===== src/rtl/mprj2_logic_seq.sv =====
// -----------------------------------------------------------------------------
// mprj2_logic_seq
//   Sequenced tie-off generator for the user-project area 2 domain. Drives NCH
//   complementary tie pairs (hi_o / lo_o). While reset or hold_i is asserted
//   every channel sits in its safe state (hi=0, lo=1). On release, channels
//   are brought up one per stage of STAGE_CYC clocks, lowest index first, so
//   the user area does not see every enable switch on in the same cycle.
//
// Ports
//   vccd2, vssd2  inout   power pins (only with USE_POWER_PINS)
//   clock         input   single clock, rising edge
//   resetn        input   asynchronous active-low reset
//   hold_i        input   1 = force all channels back to held state
//   mask_i[NCH]   input   per-channel enable, captured when a ramp starts
//   hi_o[NCH]     output  tie-high per channel (0 = held, 1 = released)
//   lo_o[NCH]     output  always ~hi_o
//   busy_o        output  1 while channels are being released
//   done_o        output  1 once every stage has completed
// -----------------------------------------------------------------------------
module mprj2_logic_seq #(
    parameter int NCH       = 8,
    parameter int STAGE_CYC = 4,
    parameter int CW        = $clog2(STAGE_CYC) + 1
) (
`ifdef USE_POWER_PINS
    inout  wire             vccd2,
    inout  wire             vssd2,
`endif
    input  logic            clock,
    input  logic            resetn,
    input  logic            hold_i,
    input  logic [NCH-1:0]  mask_i,
    output logic [NCH-1:0]  hi_o,
    output logic [NCH-1:0]  lo_o,
    output logic            busy_o,
    output logic            done_o
);

    localparam int CHW = $clog2(NCH) + 1;

    typedef enum logic [1:0] {
        ST_HOLD = 2'd0,
        ST_RAMP = 2'd1,
        ST_DONE = 2'd2
    } state_t;

    state_t           state_reg,  state_next;
    logic [CW-1:0]    cnt_reg,    cnt_next;
    logic [CHW-1:0]   ch_reg,     ch_next;
    logic [NCH-1:0]   mask_q_reg, mask_q_next;
    logic [NCH-1:0]   hi_q_reg,   hi_q_next;

    logic             stage_end;
    logic             last_ch;
    logic [NCH-1:0]   ch_sel;

    assign stage_end = (cnt_reg == CW'(STAGE_CYC - 1));
    assign last_ch   = (ch_reg == CHW'(NCH - 1));

    // One-hot decode of the channel currently being released; avoids indexing
    // hi/mask with a counter that is one bit wider than the channel index.
    generate
        for (genvar gi = 0; gi < NCH; gi++) begin : g_sel
            assign ch_sel[gi] = (ch_reg == CHW'(gi));
        end
    endgenerate

    // State register
    always_ff @(posedge clock or negedge resetn) begin
        if (!resetn) begin
            state_reg  <= ST_HOLD;
            cnt_reg    <= '0;
            ch_reg     <= '0;
            mask_q_reg <= '0;
            hi_q_reg   <= '0;
        end else begin
            state_reg  <= state_next;
            cnt_reg    <= cnt_next;
            ch_reg     <= ch_next;
            mask_q_reg <= mask_q_next;
            hi_q_reg   <= hi_q_next;
        end
    end

    // Next-state and datapath logic. hold_i is checked first in every state so
    // that a hold always wins over a stage release in the same cycle.
    always_comb begin
        state_next  = state_reg;
        cnt_next    = cnt_reg;
        ch_next     = ch_reg;
        mask_q_next = mask_q_reg;
        hi_q_next   = hi_q_reg;
        case (state_reg)
            ST_HOLD: begin
                hi_q_next = '0;
                if (!hold_i) begin
                    state_next  = ST_RAMP;
                    cnt_next    = '0;
                    ch_next     = '0;
                    mask_q_next = mask_i;
                end
            end
            ST_RAMP: begin
                if (hold_i) begin
                    state_next = ST_HOLD;
                    hi_q_next  = '0;
                end else if (stage_end) begin
                    // Masked-off channels still use their stage, they just
                    // stay at 0.
                    hi_q_next = (hi_q_reg & ~ch_sel) | (mask_q_reg & ch_sel);
                    cnt_next  = '0;
                    ch_next   = ch_reg + CHW'(1);
                    if (last_ch) begin
                        state_next = ST_DONE;
                    end
                end else begin
                    cnt_next = cnt_reg + CW'(1);
                end
            end
            ST_DONE: begin
                if (hold_i) begin
                    state_next = ST_HOLD;
                    hi_q_next  = '0;
                end
            end
            default: begin
                state_next = ST_HOLD;
                hi_q_next  = '0;
            end
        endcase
    end

    // Outputs: all derived directly from registers.
    always_comb begin
        hi_o   = hi_q_reg;
        lo_o   = ~hi_q_reg;
        busy_o = (state_reg == ST_RAMP);
        done_o = (state_reg == ST_DONE);
    end

endmodule

===== config.mk =====
export PLATFORM = sky130hd
export DESIGN_NAME = mprj2_logic_seq
export DESIGN_NICKNAME = d
export VERILOG_FILES = /design/src/rtl/mprj2_logic_seq.sv
export SDC_FILE = /design/constraint.sdc
export NUM_CORES = 1
export LEC_CHECK = 0
export BUFFER_PORTS_ARGS = -buffer_cell sky130_fd_sc_hd__buf_4
export CAP_MARGIN = 10
export CORE_UTILIZATION = 53
export DETAILED_ROUTE_END_ITERATION = 12
export GPL_TIMING_DRIVEN = 0
export PLACE_DENSITY_LB_ADDON = 0.3
export SETUP_SLACK_MARGIN = 0.15
export SLEW_MARGIN = 10
export SYNTH_ARGS = -nofsm -noshare
export SYNTH_HDL_FRONTEND = slang
export SYNTH_SLANG_ARGS = --single-unit

===== constraint.sdc =====
create_clock -name clock -period 1.7 [get_ports clock]
set_input_delay 0.085 -clock clock [delete_from_list [all_inputs] [get_ports clock]]
set_output_delay 0.085 -clock clock [all_outputs]
set_load 0.005 [all_outputs]

# Word-level counts from Yosys, hierarchy flattened
# Index checks and enable logic that the tools add are counted.
# word_totals
output_inout_bits,18
ramBits,0
reg_bits,25
latch_bits,0
n_memories,0
inputBits,11
word_cells,55
rom_bits,0
# op_classes
n_bitwise,6
n_mul,0
addsub,2
n_reduce_logical,8
order_cmp,0
mux,18
eq_ne,16
n_shift,0
div_mod_pow,0
# ops
op,n
8-bit 2-to-1 mux,3
8-bit AND,2
"4-bit by 3-bit == test with 1-bit output, second input constant",4
8-bit NOT,2
8-bit case mux with 2 select lines,1
4-bit 2-to-1 mux,3
2-bit 2-to-1 mux,5
3-bit 2-to-1 mux,3
"4-bit by 2-bit == test with 1-bit output, second input constant",2
8-bit bitwise OR,1
4-bit case mux with 2 select lines,1
4-bit AND reduction,2
"2-bit != test, second input constant",3
"3-bit by 2-bit != test with 1-bit output, second input constant",2
2-bit case mux with 3 select lines,1
3-bit case mux with 2 select lines,1
"4-bit by 1-bit adder with 4-bit output, second input constant",1
"4-bit by 1-bit == test with 1-bit output, second input constant",1
4-bit logical NOT,1
2-bit AND reduction,2
"3-bit by 1-bit adder with 3-bit output, second input constant",1
"3-bit by 2-bit == test with 1-bit output, second input constant",1
3-bit AND reduction,1
"2-bit by 1-bit == test with 1-bit output, second input constant",1
other kinds (5),5

# Longest topological paths before layout
# logic_depth
word_depth,7
ltp_mapped,4
depth_no_buf,4

# Worst setup path after synthesis
# No wires, ideal clock.
# synth_path
kind,register to register
from,register state_reg[1]
to,register mask_q_reg[0]
path_slack_ns,0.314
path_stages_with_launch,5
setup_time_ns,0.125
t_arrival_ns,1.261
synth_period_minus_slack_ns,1.386
required_ns,1.575
path_buffers,1
cell_sequence,dfrtp_1 or2_1 buf_6 nor2_8 mux2_4
# synth_via
elab_chain_cells,2
# synth_lines
element,line_no,source
start: declaration,47,"state_t state_reg, state_next;"
start signal: assignment,77,state_reg <= state_next;
2-bit logical NOT,93,case (state_reg)
2-bit AND reduction (no source line),n/a,
end signal: assignment,80,mask_q_reg <= mask_q_next;
end: declaration,50,"logic [NCH-1:0] mask_q_reg, mask_q_next;"
# No other way between the ends.
# A chain may end at the register's enable or synchronous reset.

# Worst setup path after layout
# layout_path
from,register state_reg[1]
to,register mask_q_reg[5]
# Same word-level chain as after synthesis.

==> results summary <==
The synthesized instance count is 116. The detailed-router iteration count before antenna repair is 4. 0 antenna diodes ended up in the layout. Counting every net in the synthesized netlist gives 132. The final weighted congestion of routability-driven global placement is 0.776. Setup repair after global routing could not meet its margin everywhere. Once detail routing completed, the nets flagged for antenna violations numbered 0. The leakage power came out at 0.000784 µW. Yosys attributes the largest share of cell area to dfrtp_1 46%, mux2_4 8.8%, ha_1 4.6%.

The switching part of the total came out at 27.7%. The number of max-cap violations is 0. Clock tree synthesis selected as its root buffer the cell clkbuf_4.

The synthesized-area fraction occupied by and/or/nand/nor cells came out at 18.2%. Along the worst path, the maximum fanout reaches 8. The number of clock buffers inserted by TritonCTS came out at 3. The buffer levels on the longest clock path came out at 2. The async set or reset register ratio after synthesis came out at 100%. Global routing used 24.7% of the available tracks across all layers. The number of setup violations in the final report is 0. The internal power of the cells totals 848 µW. The filler cell count came out at 153. Detailed placement ended at an HPWL of 2.07 mm. The number of placement rows is 17. The worst setup path category is flop to flop.

The area of placed instances came out at 1610 µm². The number of design rule violations left after detail routing is 0. The type of the worst min-delay path is input port to asynchronous set/reset pin. The chip height came out at 52.7 µm.

The most common flop cell mapped by yosys is dfrtp_1. The worst endpoint data arrival time is 1.71 ns. By area, the combinational part of the netlist is dominated by simple AND/OR/NAND/NOR gates.

Of the total power, combinational logic draws 19.3%. A synthesized cell averages 11.7 µm². The Yosys step of the flow raised 0 warnings. The die area is 2770 µm². Buffers added to address setup during post-CTS repair amount to 0. The worst setup path is captured at a flop. The power dissipated by switching net loads came out at 325 µW. The initial utilization of the core area, before any placement, comes to 58.7%. The global-route wire length before repair came out at 4.86 mm. For the final routed database, the setup TNS stands at 0 ns. At the pin with the least slew margin, the transition time is 0.527 ns.

The fraction of layout instances using a drive strength above 1 came out at 34.2%. The number of clock sinks seen by CTS is 25. The clock transition at the registers of the reported paths is 0.13 ns. The share of the yosys chip area belonging to registers is 46.0%.

For this run the aggregate overflow at the end of global routing stands at 0. The relative max-transition margin came out at 64.4%. The die extent in x is 52.7 µm.

Once routing completed, OpenROAD measured the worst setup slack at 0.199 ns. The endpoint required time on the critical path is 1.91 ns. The number of antenna violations at the first check in global routing came out at 0. With fillers left out, the area of the finished cells amounts to 1740 µm². The highest attainable clock frequency is 666 MHz.

The synthesized cell area is 1360 µm². The floorplan step defined a core boundary enclosing 2320 µm². The final routed wirelength across all metal layers is 3.00 mm. Per report_power, the clock group accounts for 22.5% of the total.

The xor and xnor area share after synthesis is 0%. After synthesis, the largest area contributor takes up 46.0% of total cell area. For this block, the initial DRC count from the detailed router was 23.

The fraction of synthesized area in multiplexers came out at 10.3%. The run finished with clean final reports. The number of hold-slack violations in the final timing report is 0. The final cell count without fillers came out at 186.

The worst clock skew came out at 0.00618 ns. The number of instances in the placed design is 172. Registers are responsible for 58.3% of the overall power. The total power divided by cell area came out at 676 nW/µm². The adder and majority gate portion of the synthesized area came out at 4.60%. The post-synthesis to final-layout area growth is 27.6%. TritonCTS built the clock tree.

The via count of the first global-routing pass came to 1072. The net count of the finished layout is 175. After layout, the minimum clock period comes to 1.50 ns. The number of library cell types mapped by synthesis is 35. The share of the synthesized area in compound gates (AO/OA/AOI/OAI) is 15.6%. In this run the count of I/O pins placed on the die edge is 29. The worst setup path is launched from a flop. Of the available clock period, the critical path in the final layout requires 88.3%. The final route contains 1096 vias. The cell type contributing the most total cell area after synthesis is dfrtp_1. The number of levels in the clock H-tree came out at 1. The number of synthesized register bits came out at 25. The clock insertion delay at the later pin of the skew report is 0.31 ns.

The max-slew violation count came out at 0. The port buffer count is 28. The placement-stage worst setup slack is 0.206 ns.

In the final routed layout, each cell accounts on average for 16.2 µm. In the routed layout, each cell is associated on average with a via count of 5.89. Counting flops with a built-in enable in the synthesized netlist gives 0. The maximum vdd ir drop is 0.499 mV. The largest net degree at the start of global routing came out at 26.
[cells in the mapped netlist, drive strengths merged, types with 2 or more instances]
master / n
a31o: 4
nor2: 3
buf: 4
nand4: 8
nor2b: 2
inv: 12
nand2b: 2
mux2: 8
ha: 5
nand3: 5
o221ai: 7
dfrtp: 25
a21o: 4
o211ai: 2
nor3b: 2
mux2i: 2
nand2: 6
[power by group through the flow]
| stage | Combinational (µW) | Clock [µW] | Sequential [µW] |
|---|---|---|---|
| final | 226 | 264 | 684 |
| after global routing | 247 | 293 | 688 |
| after CTS | 224 | 271 | 681 |
| after detailed placement | 204 | 0 | 693 |
| after global placement | 196 | 0 | 690 |
| after floorplan | 144 | 0 | 679 |
[layer usage]
layer / track usage (%) / share of wire, % / wire, µm
met2: 40.9 / 51 / 1530
met4: 10.5 / 0.70 / 21
met1: 32.0 / 44 / 1330
met5: 0 / 0 / 0
met3: 3.48 / 4.1 / 124
[cell usage in the layout, fill, tap and decap left out, types with 2 or more instances in the layout]
master / n
a21o_1: 4
a31o_2: 3
buf_2: 3
buf_4: 28
clkbuf_4: 3
dfrtp_1: 24
dlygate4sd3_1: 10
ha_1: 5
inv_1: 12
mux2_4: 8
mux2i_1: 2
nand2_1: 6
nand2b_1: 2
nand3_1: 5
nand4_1: 8
nor2_1: 2
nor3b_2: 2
o211ai_1: 2
o221ai_1: 7
[layout make-up]
| class | count | area [µm²] | share of cell area (%) |
|---|---|---|---|
| Tap cell | 28 | 35.0 | 2.02 |
| Timing Repair Buffer | 38 | 310 | 17.9 |
| Multi-Input combinational cell | 75 | 666 | 38.4 |
| Inverter | 12 | 45.0 | 2.60 |
| Sequential cell | 25 | 627 | 36.1 |
| Buffer | 4 | 26.3 | 1.51 |
| Clock buffer | 4 | 26.3 | 1.51 |
[kinds of logic (layout without fill, tap and decap cells)]
kind of cell	count (synthesis)	in the layout
DFF	25	25
and+or+nand+nor	36	36
muxes	10	10
AOI/OAI and AO/OA	24	24
buffers and inverters	16	58
adders and majority gates	5	5
[worst max-delay path, stage by stage (launching register included)]
cell,delay (ns)
dfrtp_2,0.47
or2_1,0.25
buf_6,0.14
nor2_8,0.19
mux2_4,0.33
[stage by stage]
step / power [µW] / hold WS (ns) / util, %
after global routing: 1230 / 0.220 / 74.9
final: 1170 / 0.186 / 74.9
after CTS: 1180 / 0.194 / 74.7
after global placement: 886 / -0.000445 / 69.2
after floorplan: 823 / -0.211 / -
after detailed placement: 897 / 0.00623 / 69.2
[worst paths after layout]
check	startpoint	to	slack, ns	cells after the start
max	state_reg[1]$_DFFE_PN0P_	mask_q_reg[5]$_DFFE_PN0P_	0.20	4
min	resetn	ch_reg[0]$_DFFE_PN0P_	0.19	2
max in group asynchronous	resetn	state_reg[1]$_DFFE_PN0P_	1.26	2
min reg2reg	cnt_reg[1]$_DFFE_PN0P_	cnt_reg[1]$_DFFE_PN0P_	0.52	2
max reg2reg	state_reg[1]$_DFFE_PN0P_	mask_q_reg[5]$_DFFE_PN0P_	0.20	4
min in group clock	hold_i	state_reg[0]$_DFFE_PN0P_	0.51	3
[what timing repair did]
action / CTS / global route
setup endpoints to repair: 0 / 15
hold buffers: 10 / 0
gates resized for setup: 0 / 2
hold endpoints to repair: 34 / 0
No activity file was read; power rests on OpenSTA's default activity.
